--- src/rtl/mem_arbiter.sv ---
// Serialises instruction-fetch and load/store requests onto the MMU's single access port.
// Data requests win over fetches; each access is held for ACCESS_CYCLES clocks.
module mem_arbiter #(
    parameter int unsigned ACCESS_CYCLES = 2
) (
    input  logic        clk,
    input  logic        rst,
    input  logic        if_req,
    input  logic [31:0] if_addr,
    output logic [31:0] if_rdata,
    output logic        if_valid,
    input  logic        mem_req,
    input  logic        mem_we,
    input  logic        mem_byte,
    input  logic [31:0] mem_addr,
    input  logic [31:0] mem_wdata,
    output logic [31:0] mem_rdata,
    output logic        mem_valid,
    output logic        mem_err,
    output logic        stall,
    output logic        mmu_read,
    output logic        mmu_write,
    output logic [31:0] mmu_addr,
    output logic [31:0] mmu_wdata,
    output logic        mmu_bytemode,
    input  logic [31:0] mmu_rdata
);

    typedef enum logic {IDLE, ACCESS} state_t;
    typedef enum logic {OWN_I, OWN_D} owner_t;

    localparam logic [3:0] CNT_LAST = 4'(ACCESS_CYCLES - 1);

    state_t      state_q, state_d;
    owner_t      owner_q, owner_d;
    logic [3:0]  cnt_q, cnt_d;
    logic        mmu_read_q, mmu_read_d;
    logic        mmu_write_q, mmu_write_d;
    logic [31:0] mmu_addr_q, mmu_addr_d;
    logic [31:0] mmu_wdata_q, mmu_wdata_d;
    logic        mmu_bytemode_q, mmu_bytemode_d;
    logic [31:0] if_rdata_q, if_rdata_d;
    logic        if_valid_q, if_valid_d;
    logic [31:0] mem_rdata_q, mem_rdata_d;
    logic        mem_valid_q, mem_valid_d;
    logic        mem_err_q, mem_err_d;

    logic mem_elig, if_elig, mem_misaligned;

    // A requester still holding req during its valid pulse must not be relaunched.
    assign mem_elig       = mem_req & ~mem_valid_q;
    assign if_elig        = if_req & ~if_valid_q;
    assign mem_misaligned = ~mem_byte & (mem_addr[1:0] != 2'b00);

    always_comb begin
        state_d        = state_q;
        owner_d        = owner_q;
        cnt_d          = cnt_q;
        mmu_read_d     = mmu_read_q;
        mmu_write_d    = mmu_write_q;
        mmu_addr_d     = mmu_addr_q;
        mmu_wdata_d    = mmu_wdata_q;
        mmu_bytemode_d = mmu_bytemode_q;
        if_rdata_d     = if_rdata_q;
        mem_rdata_d    = mem_rdata_q;
        if_valid_d     = 1'b0;
        mem_valid_d    = 1'b0;
        mem_err_d      = 1'b0;

        unique case (state_q)
            IDLE: begin
                if (mem_elig) begin
                    if (mem_misaligned) begin
                        mem_valid_d = 1'b1;
                        mem_err_d   = 1'b1;
                    end else begin
                        state_d        = ACCESS;
                        owner_d        = OWN_D;
                        cnt_d          = '0;
                        mmu_addr_d     = mem_addr;
                        mmu_wdata_d    = mem_wdata;
                        mmu_bytemode_d = mem_byte;
                        mmu_read_d     = ~mem_we;
                        mmu_write_d    = mem_we;
                    end
                end else if (if_elig) begin
                    state_d        = ACCESS;
                    owner_d        = OWN_I;
                    cnt_d          = '0;
                    mmu_addr_d     = if_addr;
                    mmu_bytemode_d = 1'b0;
                    mmu_read_d     = 1'b1;
                    mmu_write_d    = 1'b0;
                end
            end
            ACCESS: begin
                cnt_d = cnt_q + 4'd1;
                if (cnt_q == CNT_LAST) begin
                    state_d     = IDLE;
                    cnt_d       = '0;
                    mmu_read_d  = 1'b0;
                    mmu_write_d = 1'b0;
                    if (owner_q == OWN_D) begin
                        mem_valid_d = 1'b1;
                        if (mmu_read_q) begin
                            mem_rdata_d = mmu_rdata;
                        end
                    end else begin
                        if_valid_d = 1'b1;
                        if_rdata_d = mmu_rdata;
                    end
                end
            end
        endcase
    end

    always_ff @(posedge clk) begin
        if (rst) begin
            state_q        <= IDLE;
            owner_q        <= OWN_I;
            cnt_q          <= '0;
            mmu_read_q     <= 1'b0;
            mmu_write_q    <= 1'b0;
            mmu_addr_q     <= '0;
            mmu_wdata_q    <= '0;
            mmu_bytemode_q <= 1'b0;
            if_rdata_q     <= '0;
            if_valid_q     <= 1'b0;
            mem_rdata_q    <= '0;
            mem_valid_q    <= 1'b0;
            mem_err_q      <= 1'b0;
        end else begin
            state_q        <= state_d;
            owner_q        <= owner_d;
            cnt_q          <= cnt_d;
            mmu_read_q     <= mmu_read_d;
            mmu_write_q    <= mmu_write_d;
            mmu_addr_q     <= mmu_addr_d;
            mmu_wdata_q    <= mmu_wdata_d;
            mmu_bytemode_q <= mmu_bytemode_d;
            if_rdata_q     <= if_rdata_d;
            if_valid_q     <= if_valid_d;
            mem_rdata_q    <= mem_rdata_d;
            mem_valid_q    <= mem_valid_d;
            mem_err_q      <= mem_err_d;
        end
    end

    assign stall        = (if_req & ~if_valid_q) | (mem_req & ~mem_valid_q);
    assign if_rdata     = if_rdata_q;
    assign if_valid     = if_valid_q;
    assign mem_rdata    = mem_rdata_q;
    assign mem_valid    = mem_valid_q;
    assign mem_err      = mem_err_q;
    assign mmu_read     = mmu_read_q;
    assign mmu_write    = mmu_write_q;
    assign mmu_addr     = mmu_addr_q;
    assign mmu_wdata    = mmu_wdata_q;
    assign mmu_bytemode = mmu_bytemode_q;

endmodule
--- config.mk ---
export PLATFORM = sky130hd
export DESIGN_NAME = mem_arbiter
export DESIGN_NICKNAME = d
export VERILOG_FILES = /design/src/rtl/mem_arbiter.sv
export SDC_FILE = /design/constraint.sdc
export NUM_CORES = 1
export LEC_CHECK = 0
export ABC_AREA = 1
export CELL_PAD_IN_SITES_DETAIL_PLACEMENT = 1
export CELL_PAD_IN_SITES_GLOBAL_PLACEMENT = 2
export CORE_AREA = 2 2 157 159
export DETAILED_ROUTE_END_ITERATION = 6
export DIE_AREA = 0 0 159 161
export DONT_BUFFER_PORTS = 1
export GPL_TIMING_DRIVEN = 1
export PLACE_DENSITY = 0.62
export SYNTH_ARGS = -nofsm -noshare
export SYNTH_HDL_FRONTEND = slang
export SYNTH_SLANG_ARGS = --single-unit
--- constraint.sdc ---
create_clock -name clk -period 1.94 [get_ports clk]
set_clock_uncertainty 0.2 [all_clocks]
set_input_delay 0.388 -clock clk [delete_from_list [all_inputs] [get_ports clk]]
set_output_delay 0.388 -clock clk [all_outputs]
set_load 0.01 [all_outputs]
## Yosys cells after proc, flatten, opt, wreduce, memory -nomap -nowiden

Cells that the tools add are included.

- Reduce and logical (&&, ||, !) cells: 10
- Eq/ne operators: 5
- Add/sub/neg operators: 1
- Muxes and demuxes: 32
- Bitwise operators: 12

Operators by type and width:

| cell | number |
|---|---|
| $mux 32 | 3 |
| $mux 1 | 20 |
| $mux 4 | 4 |
| $reduce_and 3->1 | 4 |
| $not 1->1 | 8 |
| $pmux 1 s2 | 4 |
| $pmux 4 s2 | 1 |
| $ne 3x3->1 const B | 2 |
| $add 4x1->4 const B | 1 |
| $eq 4x1->1 const B | 1 |
| $reduce_and 4->1 | 1 |
| $reduce_bool 2->1 | 2 |
| $and 1x1->1 | 3 |
| $reduce_or 3->1 | 1 |
| $ne 2x1->1 const B | 1 |
| $ne 2x2->1 const B | 1 |
| $reduce_and 2->1 | 1 |
| $reduce_or 2->1 | 1 |
| $or 1x1->1 | 1 |

- Input bits: 134
- Bits in registers: 140
- Output and inout port bits: 135

## Logic depth before layout (Yosys ltp)

Gate-level depths: netlist of the first run.

- Depth after elaboration: 5
- Depth in mapped cells: 10
- Depth with buffers taken out: 9

## Worst setup path after synthesis of the first run

OpenSTA, ideal clock, no wires.

- Kind: register to register
- Start point: register cnt_q[0]
- End point: register mem_rdata_q[10] (netlist: mem_rdata[10])
- Data arrival time: 1.319 ns
- Path slack: 0.308 ns
- Stages on the path, launching flop included: 10
- Clock period less this slack: 1.632 ns
- Path buffers: 1
- Required time: 1.627 ns
- Library setup time: 0.113 ns
- Cells stage by stage: dfxtp_1 ha_1 nand2_2 nor2_4 nand2_2 nor2_8 buf_6 nand2_1 nand2_1 nor2_1

- Cells in the longest elaborated chain, start to end: 2

RTL lines:

| element | line | RTL |
|---|---|---|
| from (decl) | 36 | `logic [3:0] cnt_q, cnt_d;` |
| from (signal assigned) | 135 | `cnt_q <= cnt_d;` |
| $eq 4x1->1 | 98 | `if (cnt_q == CNT_LAST) begin` |
| $reduce_and 4->1 (no line) | - |  |
| to (signal assigned) | 143 | `mem_rdata_q <= mem_rdata_d;` |
| to (decl) | 44 | `logic [31:0] mem_rdata_q, mem_rdata_d;` |

No other way between the ends.
A chain may end at the register's enable or synchronous reset.

## Worst setup path after layout of the first run

- Start point: register mem_valid_q (netlist: mem_valid)
- End point: register mmu_addr_q[9] (netlist: mmu_addr[9])

- Cells in the longest elaborated chain, start to end: 4
- Elaborated cells between the ends (all ways): 6

RTL lines:

| element | line | RTL |
|---|---|---|
| from (decl) | 45 | `logic mem_valid_q, mem_valid_d;` |
| from (signal assigned) | 144 | `mem_valid_q <= mem_valid_d;` |
| $not 1->1 (*) | 51 | `assign mem_elig = mem_req & ~mem_valid_q;` |
| $and 1x1->1 (*) | 51 |  |
| $ne 2x2->1 (no line) / $reduce_bool 2->1 (equally long branches) | - |  |
| $reduce_and 3->1 (no line) | - |  |
| to (signal assigned) | 138 | `mmu_addr_q <= mmu_addr_d;` |
| to (decl) | 39 | `logic [31:0] mmu_addr_q, mmu_addr_d;` |

Every way passes the cells marked *; elsewhere a longest branch is shown, timed or not.

==> flow_summary.html, run 1 <==
<table>
<tr><th>Metric</th><th>Value</th></tr>
<tr><th colspan="2">Run status</th></tr>
<tr><td>Status</td><td>finished clean</td></tr>
<tr><th colspan="2">Power and ir drop</th></tr>
<tr><td>Power per cell area</td><td>969 nW/um^2</td></tr>
<tr><td>Worst supply voltage drop on vdd</td><td>0.403 mV</td></tr>
<tr><td>Overall power</td><td>7.61 mW</td></tr>
<tr><td>Standby leakage power</td><td>3.47 nW</td></tr>
<tr><th colspan="2">Floorplanning</th></tr>
<tr><td>Top-Level Pins</td><td>269</td></tr>
<tr><td>Die area</td><td>25,600 sq um</td></tr>
<tr><td>CORE AREA</td><td>24,000 sq um</td></tr>
<tr><td>Width of the die</td><td>159 microns</td></tr>
<tr><td>Standard-cell row count</td><td>57</td></tr>
<tr><td>Initial standard-cell utilization of the core</td><td>24.5%</td></tr>
<tr><td>Vertical die dimension</td><td>161 microns</td></tr>
<tr><th colspan="2">STA</th></tr>
<tr><td>Maximum clock rate</td><td>0.551 GHz</td></tr>
<tr><td>Final Cycle Share</td><td>93.5%</td></tr>
<tr><td>Least setup slack across all paths after layout</td><td>0.126 ns</td></tr>
<tr><td>Post-layout min period</td><td>1.81 ns</td></tr>
<tr><td>Max-slew headroom</td><td>68.2%</td></tr>
<tr><td>Slew @ Worst Pin</td><td>0.475 ns</td></tr>
<tr><td>Count of final hold-check violations</td><td>0</td></tr>
<tr><td>Final-report setup violation count</td><td>0</td></tr>
<tr><td>Worst hold-check slack</td><td>0.0204 ns</td></tr>
<tr><td>Final slew viol count</td><td>0</td></tr>
<tr><td>RSZ-0062 raised after global routing</td><td>false</td></tr>
<tr><th colspan="2">Synthesis</th></tr>
<tr><td>Cell variety after synth</td><td>25</td></tr>
<tr><td>Number of synthesis warnings</td><td>0</td></tr>
<tr><td>Register bit total from synthesis</td><td>140</td></tr>
<tr><td>Synthesized instance count</td><td>869</td></tr>
<tr><td>Average cell area after synthesis</td><td>6.77 sq um</td></tr>
<tr><td>Synth Cell Area</td><td>5880 sq um</td></tr>
<tr><td>Sequential share of the synthesized area</td><td>47.7%</td></tr>
<tr><td>Post-Syn Nets</td><td>1,005</td></tr>
<tr><th colspan="2">Place</th></tr>
<tr><td>Post-place setup slack</td><td>-0.00724 ns</td></tr>
<tr><td>Final weighted congestion in routability-driven placement</td><td>0.703</td></tr>
<tr><td>Port Buf Inserts</td><td>0</td></tr>
<tr><td>HPWL after detailed placement</td><td>12,900 microns</td></tr>
<tr><th colspan="2">Worst hold path</th></tr>
<tr><td>Hold Path Class</td><td>in2reg</td></tr>
<tr><th colspan="2">Global route</th></tr>
<tr><td>Initial antenna violation count</td><td>0</td></tr>
<tr><td>Global-route wire length before repair</td><td>31,800 microns</td></tr>
<tr><td>All-layer global routing usage</td><td>15.5%</td></tr>
<tr><td>Via count of the first global-routing pass</td><td>5,936</td></tr>
<tr><td>Leftover overflow at the end of global routing</td><td>0</td></tr>
<tr><td>Largest net degree at the start of global routing</td><td>65</td></tr>
<tr><th colspan="2">Detailed routing</th></tr>
<tr><td>Remaining antenna violation count after routing</td><td>0</td></tr>
<tr><td>Number of vias per cell after detailed routing</td><td>4.28</td></tr>
<tr><td>Drt pass-1 iters</td><td>4</td></tr>
<tr><td>Total via count after detailed routing</td><td>5,544</td></tr>
<tr><td>Total wirelength of the detailed-routed design</td><td>19,300 microns</td></tr>
<tr><td>Detailed-route DRC error count</td><td>0</td></tr>
<tr><td>Average wire per cell in the routed design</td><td>14.9 microns</td></tr>
<tr><td>Iter 0 DRT Violations</td><td>202</td></tr>
<tr><th colspan="2">Worst setup path</th></tr>
<tr><td>Critical Path Fanout Max</td><td>21</td></tr>
<tr><td>Critical Path Start Type</td><td>flop</td></tr>
<tr><td>Critical path type</td><td>reg2reg</td></tr>
<tr><td>Required time worst endpoint</td><td>2.06 ns</td></tr>
<tr><td>CP max stage cell</td><td>sky130_fd_sc_hd__dlygate4sd3_1</td></tr>
<tr><td>Number of buffers and inverters on the critical path</td><td>3</td></tr>
<tr><td>Kind of cell adding the most delay to the critical path</td><td>buffers and inverters</td></tr>
<tr><td>Data arrival time of the worst path</td><td>1.93 ns</td></tr>
<tr><td>Ordered cell list for the critical path</td><td>inv_1, nand2_4, buf_8, nand2_1, nand2_1, dlygate4sd3_1, nor2_1, nor2_1</td></tr>
<tr><td>CP endpoint kind</td><td>flop</td></tr>
<tr><td>Delay contributed by the slowest stage of the critical path</td><td>0.55 ns</td></tr>
<tr><th colspan="2">Final layout</th></tr>
<tr><td>Number of inserted filler cells in the final layout</td><td>2,992</td></tr>
<tr><td>Share of the core filled with cells in the final layout</td><td>32.8%</td></tr>
<tr><td>Layout Area Growth over Synthesis</td><td>33.7%</td></tr>
<tr><td>Post-layout net count</td><td>1,093</td></tr>
<tr><td>ANT cells</td><td>0</td></tr>
<tr><td>Fraction of final layout cells with drive strength greater than 1</td><td>7.22%</td></tr>
<tr><th colspan="2">Job</th></tr>
<tr><td>Max_cap viols</td><td>0</td></tr>
<tr><th colspan="2">CTS</th></tr>
<tr><td>Maximum count of clock buffers along a single path</td><td>2</td></tr>
<tr><td>TritonCTS clock tree</td><td>built</td></tr>
<tr><td>Buffer count from post-CTS setup fixing</td><td>0</td></tr>
<tr><td>Clock Sinks</td><td>140</td></tr>
<tr><td>Buffer type at the clock tree root</td><td>sky130_fd_sc_hd__clkbuf_16</td></tr>
<tr><td>Clock transition at the registers of the reported paths</td><td>0.06 ns</td></tr>
<tr><td>Clock insertion delay at the later pin of the skew report</td><td>0.42 ns</td></tr>
<tr><td>Number of buffers created by CTS</td><td>17</td></tr>
<tr><td>Number of levels the H-tree was split into</td><td>4</td></tr>
</table>
layout make-up:
type | count | area (sq um) | area share, %
Sequential cell | 140 | 2810 | 35.7
Tap cell | 324 | 405 | 5.16
Inverter | 77 | 290 | 3.69
Clock buffer | 17 | 425 | 5.41
Clock inverter | 15 | 179 | 2.28
Multi-Input combinational cell | 602 | 2500 | 31.8
Timing Repair Buffer | 119 | 1250 | 15.9
state kept, by name, summed over array words and instances (netlist names):
register      count
if_rdata         32
mem_rdata        32
mmu_addr         32
mmu_wdata        32
cnt_q             4
if_valid          1
mem_err           1
mem_valid         1
mmu_bytemode      1
mmu_read          1
mmu_write         1
owner_q           1
state_q           1
final timing paths:
check        slack, ns                 startpoint                        end  depth (start not counted)
min reg2reg       0.31  if_rdata[24]$_SDFFE_PP0P_  if_rdata[24]$_SDFFE_PP0P_                          2
min               0.02                if_addr[30]  mmu_addr[30]$_SDFFE_PP0P_                          4
max               0.13       mem_valid$_SDFF_PP0_   mmu_addr[9]$_SDFFE_PP0P_                          8
max reg2reg       0.13       mem_valid$_SDFF_PP0_   mmu_addr[9]$_SDFFE_PP0P_                          8
per-stage QoR:
step                      area (sq um)  instances  TNS (ns)
after global placement            6230       1163         0
after detailed placement          6230       1163  -0.00892
after floorplan                   5880        869         0
after CTS                         7840       1294         0
after global routing              7860       1294         0
final                             7860       1294         0
cells in the mapped netlist (all sizes together):
master / number / area, sq um
a21oi: 40 / 200
buf: 33 / 229
clkbuf: 17 / 63.8
dfxtp: 140 / 2800
ha: 2 / 25.0
inv: 77 / 289
nand2: 276 / 1050
nand3: 41 / 210
nand4: 1 / 6.26
nor2: 202 / 795
nor3: 2 / 10.0
o21ai: 35 / 179
or2: 2 / 12.5
xor2: 1 / 8.76
timing repair:
| action | CTS | global route |
|---|---|---|
| setup endpoints to repair | 0 | 11 |
| gates resized for setup | 0 | 7 |
| endpoints found under the hold margin | 126 | 0 |
| hold buffers | 99 | 0 |
cells by family (layout without fill, tap and decap cells):
logic type,Yosys count,after routing,share of synthesized area (%)
xor+xnor,1,1,0.149
fa+ha+maj,2,2,0.426
flops,140,140,47.7
simple gates,524,524,35.4
compound gates,75,75,6.45
buf+inv,127,228,9.90
power by group:
group / internal (mW) / switching [mW] / leakage, nW / total [mW]
clock: 1.95 / 1.44 / 0.296 / 3.39
sequential: 3.05 / 0.223 / 1.14 / 3.27
combinational: 0.407 / 0.548 / 2.03 / 0.955
metal layers:
layer	track usage [%]	share of wire, %
met1	17.3	41
met4	4.83	1.4
met5	0	0
met3	6.01	8.1
met2	27.1	49
layout by cell type, fill, tap and decap left out:
master | synthesis | final
sky130_fd_sc_hd__nand3_2 | 1 | 1
sky130_fd_sc_hd__nor2_1 | 197 | 197
sky130_fd_sc_hd__xor2_1 | 1 | 1
sky130_fd_sc_hd__buf_8 | 0 | 2
sky130_fd_sc_hd__o21ai_0 | 34 | 34
sky130_fd_sc_hd__clkinvlp_4 | 0 | 1
sky130_fd_sc_hd__a21oi_1 | 40 | 40
sky130_fd_sc_hd__inv_1 | 74 | 74
sky130_fd_sc_hd__buf_12 | 0 | 8
sky130_fd_sc_hd__or2_2 | 2 | 2
sky130_fd_sc_hd__nor2_2 | 2 | 2
sky130_fd_sc_hd__nand2_2 | 2 | 2
sky130_fd_sc_hd__nand2_4 | 1 | 1
sky130_fd_sc_hd__clkbuf_16 | 0 | 17
sky130_fd_sc_hd__dfxtp_2 | 0 | 2
sky130_fd_sc_hd__buf_4 | 4 | 11
sky130_fd_sc_hd__clkinv_4 | 0 | 4
sky130_fd_sc_hd__dfxtp_1 | 140 | 138
sky130_fd_sc_hd__nand3_1 | 40 | 40
sky130_fd_sc_hd__bufinv_16 | 0 | 2
sky130_fd_sc_hd__nand2_1 | 273 | 273
sky130_fd_sc_hd__o21ai_4 | 0 | 1
sky130_fd_sc_hd__nor2_8 | 1 | 1
sky130_fd_sc_hd__clkinv_2 | 0 | 2
sky130_fd_sc_hd__nor2_4 | 2 | 2
sky130_fd_sc_hd__ha_1 | 2 | 2
sky130_fd_sc_hd__nand4_1 | 1 | 1
sky130_fd_sc_hd__nor3_1 | 2 | 2
sky130_fd_sc_hd__inv_2 | 3 | 2
sky130_fd_sc_hd__inv_8 | 0 | 4
sky130_fd_sc_hd__inv_6 | 0 | 3
sky130_fd_sc_hd__dlygate4sd3_1 | 0 | 98
tightest hold or removal path: stages:
cell                      delay (ns)
sky130_fd_sc_hd__nand2_1        0.03
sky130_fd_sc_hd__nand2_1        0.05
sky130_fd_sc_hd__nor2_1         0.04
sky130_fd_sc_hd__nor2_1         0.09
(Power assumes the default switching activity.)
==> inputs of run 2 (changes only) <==
Clock period 1.94 ns to 2.1 ns, I/O delays scaled along.
==> flow_summary.html, run 2 (synthesized netlist as in run 1, its figures left out) <==
<table>
<tr><th>Metric</th><th>Value</th></tr>
<tr><th colspan="2">Final layout</th></tr>
<tr><td>FF/Latch Area</td><td>2800 sq um</td></tr>
<tr><td>Total area of multi-input combinational cells</td><td>2490 sq um</td></tr>
<tr><td>ANT cells</td><td>0</td></tr>
<tr><td>Post-layout net count</td><td>1,055</td></tr>
<tr><td>Number of inserted filler cells in the final layout</td><td>3,004</td></tr>
<tr><td>Share of the core filled with cells in the final layout</td><td>31.0%</td></tr>
<tr><td>Layout Area Growth over Synthesis</td><td>26.3%</td></tr>
<tr><td>Fraction of final layout cells with drive strength greater than 1</td><td>6.76%</td></tr>
<tr><td>Commonest cells after routing, fill and taps aside</td><td>273 x sky130_fd_sc_hd__nand2_1, 197 x sky130_fd_sc_hd__nor2_1, 140 x sky130_fd_sc_hd__dfxtp_1</td></tr>
<tr><td>Most frequent standard cell in the layout excluding fill and tap cells</td><td>sky130_fd_sc_hd__nand2_1</td></tr>
<tr><th colspan="2">Global route</th></tr>
<tr><td>Global-route layer with the greatest usage</td><td>met2</td></tr>
<tr><td>Global-route wire length before repair</td><td>30,700 microns</td></tr>
<tr><td>Initial antenna violation count</td><td>0</td></tr>
<tr><td>Leftover overflow at the end of global routing</td><td>0</td></tr>
<tr><td>Global-route track usage on met1</td><td>17.1%</td></tr>
<tr><td>Met2 GRT Util</td><td>26.2%</td></tr>
<tr><td>Via count of the first global-routing pass</td><td>5,648</td></tr>
<tr><td>Fraction of met3 tracks used by global routing</td><td>6.11%</td></tr>
<tr><td>All-layer global routing usage</td><td>15.1%</td></tr>
<tr><td>Largest net degree at the start of global routing</td><td>65</td></tr>
<tr><th colspan="2">Floorplanning</th></tr>
<tr><td>CORE AREA</td><td>24,000 sq um</td></tr>
<tr><td>Vertical die dimension</td><td>161 microns</td></tr>
<tr><td>Width of the die</td><td>159 microns</td></tr>
<tr><td>Standard-cell row count</td><td>57</td></tr>
<tr><td>Initial standard-cell utilization of the core</td><td>24.5%</td></tr>
<tr><td>Top-Level Pins</td><td>269</td></tr>
<tr><td>Die area</td><td>25,600 sq um</td></tr>
<tr><th colspan="2">STA</th></tr>
<tr><td>Total Neg Setup Slack</td><td>0 ns</td></tr>
<tr><td>Post-layout min period</td><td>1.97 ns</td></tr>
<tr><td>Final Cycle Share</td><td>93.6%</td></tr>
<tr><td>Final slew viol count</td><td>0</td></tr>
<tr><td>Worst hold-check slack</td><td>0.0108 ns</td></tr>
<tr><td>RSZ-0062 raised after global routing</td><td>false</td></tr>
<tr><td>Count of final hold-check violations</td><td>0</td></tr>
<tr><td>Max-slew headroom</td><td>59.9%</td></tr>
<tr><td>Slew @ Worst Pin</td><td>0.601 ns</td></tr>
<tr><td>Final-report setup violation count</td><td>0</td></tr>
<tr><td>Maximum clock rate</td><td>0.509 GHz</td></tr>
<tr><th colspan="2">CTS</th></tr>
<tr><td>Number of levels the H-tree was split into</td><td>4</td></tr>
<tr><td>Number of buffers created by CTS</td><td>17</td></tr>
<tr><td>Clock transition at the registers of the reported paths</td><td>0.07 ns</td></tr>
<tr><td>Hold_buf cts</td><td>66</td></tr>
<tr><td>TritonCTS clock tree</td><td>built</td></tr>
<tr><td>Maximum count of clock buffers along a single path</td><td>2</td></tr>
<tr><td>Cts repair resizes</td><td>0</td></tr>
<tr><td>Buffer count from post-CTS setup fixing</td><td>0</td></tr>
<tr><td>Clock Sinks</td><td>140</td></tr>
<tr><td>Buffer type at the clock tree root</td><td>sky130_fd_sc_hd__clkbuf_16</td></tr>
<tr><td>Clock insertion delay at the later pin of the skew report</td><td>0.41 ns</td></tr>
<tr><th colspan="2">Power and ir drop</th></tr>
<tr><td>Power per cell area</td><td>918 nW/um^2</td></tr>
<tr><td>Overall power</td><td>6.81 mW</td></tr>
<tr><td>Worst supply voltage drop on vdd</td><td>0.361 mV</td></tr>
<tr><td>Standby leakage power</td><td>3.26 nW</td></tr>
<tr><th colspan="2">Worst setup path</th></tr>
<tr><td>Critical Path Fanout Max</td><td>4</td></tr>
<tr><td>Delay contributed by the slowest stage of the critical path</td><td>0.48 ns</td></tr>
<tr><td>Required time worst endpoint</td><td>1.48 ns</td></tr>
<tr><td>CP max stage cell</td><td>sky130_fd_sc_hd__dfxtp_1</td></tr>
<tr><td>Critical Path Start Type</td><td>flop</td></tr>
<tr><td>Critical path type</td><td>reg2out</td></tr>
<tr><td>CP endpoint kind</td><td>output pin</td></tr>
<tr><td>Ordered cell list for the critical path</td><td>inv_1, nand2_4, nand2_1, buf_4</td></tr>
<tr><td>Data arrival time of the worst path</td><td>1.35 ns</td></tr>
<tr><th colspan="2">Run status</th></tr>
<tr><td>Status</td><td>finished clean</td></tr>
<tr><th colspan="2">Place</th></tr>
<tr><td>Port Buf Inserts</td><td>0</td></tr>
<tr><td>Final weighted congestion in routability-driven placement</td><td>0.695</td></tr>
<tr><td>HPWL after detailed placement</td><td>12,800 microns</td></tr>
<tr><th colspan="2">Detailed routing</th></tr>
<tr><td>Iter 0 DRT Violations</td><td>225</td></tr>
<tr><td>Number of vias per cell after detailed routing</td><td>4.27</td></tr>
<tr><td>Total via count after detailed routing</td><td>5,357</td></tr>
<tr><td>Drt pass-1 iters</td><td>4</td></tr>
<tr><td>Average wire per cell in the routed design</td><td>15.0 microns</td></tr>
<tr><td>Remaining antenna violation count after routing</td><td>0</td></tr>
<tr><td>Total wirelength of the detailed-routed design</td><td>18,900 microns</td></tr>
<tr><td>Detailed-route DRC error count</td><td>0</td></tr>
<tr><th colspan="2">Worst hold path</th></tr>
<tr><td>Hold Path Class</td><td>in2reg</td></tr>
<tr><th colspan="2">Job</th></tr>
<tr><td>Max_cap viols</td><td>0</td></tr>
</table>
## run 2: cell types whose count changed in the layout (fill, tap and decap cells not counted), sizes merged
cell | before | now
buf | 21 | 16
clkinv | 6 | 4
bufinv | 2 | 1
inv | 83 | 81
clkinvlp | 1 | 5
dlygate4sd3 | 98 | 65
clkbuf | 17 | 18
## run 2: layer usage
layer,vias to the layer above,routed length (microns)
met4,0,240
met1,2459,8060
met5,-,0
li1,2729,-
met3,12,1550
met2,157,9030
## run 2: final timing paths
kind / from / end / slack (ns) / depth (start not counted)
setup reg to reg: mem_valid$_SDFF_PP0_ / mmu_wdata[7]$_SDFFE_PP0P_ / 0.24 / 8
setup / recovery: mem_valid$_SDFF_PP0_ / stall / 0.13 / 4
hold reg to reg: cnt_q[1]$_SDFFE_PP0P_ / cnt_q[1]$_SDFFE_PP0P_ / 0.31 / 2
hold / removal: mmu_rdata[14] / mem_rdata[14]$_SDFFE_PP0P_ / 0.01 / 4
## run 2: final cells by class
class | instances | share of cell area [%]
Tap cell | 324 | 5.46
Clock inverter | 14 | 1.84
Inverter | 77 | 3.91
Clock buffer | 18 | 5.91
Multi-Input combinational cell | 602 | 33.6
Timing Repair Buffer | 81 | 11.6
Sequential cell | 140 | 37.7
## run 2: critical path: cells and delay by family, from the launching register on
kind | cells | cell delay [ns]
buf+inv | 2 | 0.28
simple gates | 2 | 0.17
flops | 1 | 0.48
## run 2: metrics by stage
stage,cells,area (sq um),setup slack (ns)
6_report,1256,7430,0.134
3_3_place_gp,1158,6180,0.276
3_5_place_dp,1158,6180,0.225
2_1_floorplan,869,5880,0.468
4_1_cts,1256,7430,0.0967
5_1_grt,1256,7430,0.0472
## run 2: where the power goes
part	switching [mW]	internal, mW	leakage, nW
Combinational	0.487	0.315	1.85
Clock	1.30	1.69	0.268
Sequential	0.209	2.82	1.14
==> inputs of run 3 (changes only) <==
Settings changed: CTS_CLUSTER_SIZE set to 25.
==> results of run 3 <==
Final layout, timing and power as in run 2 (identical DEF).
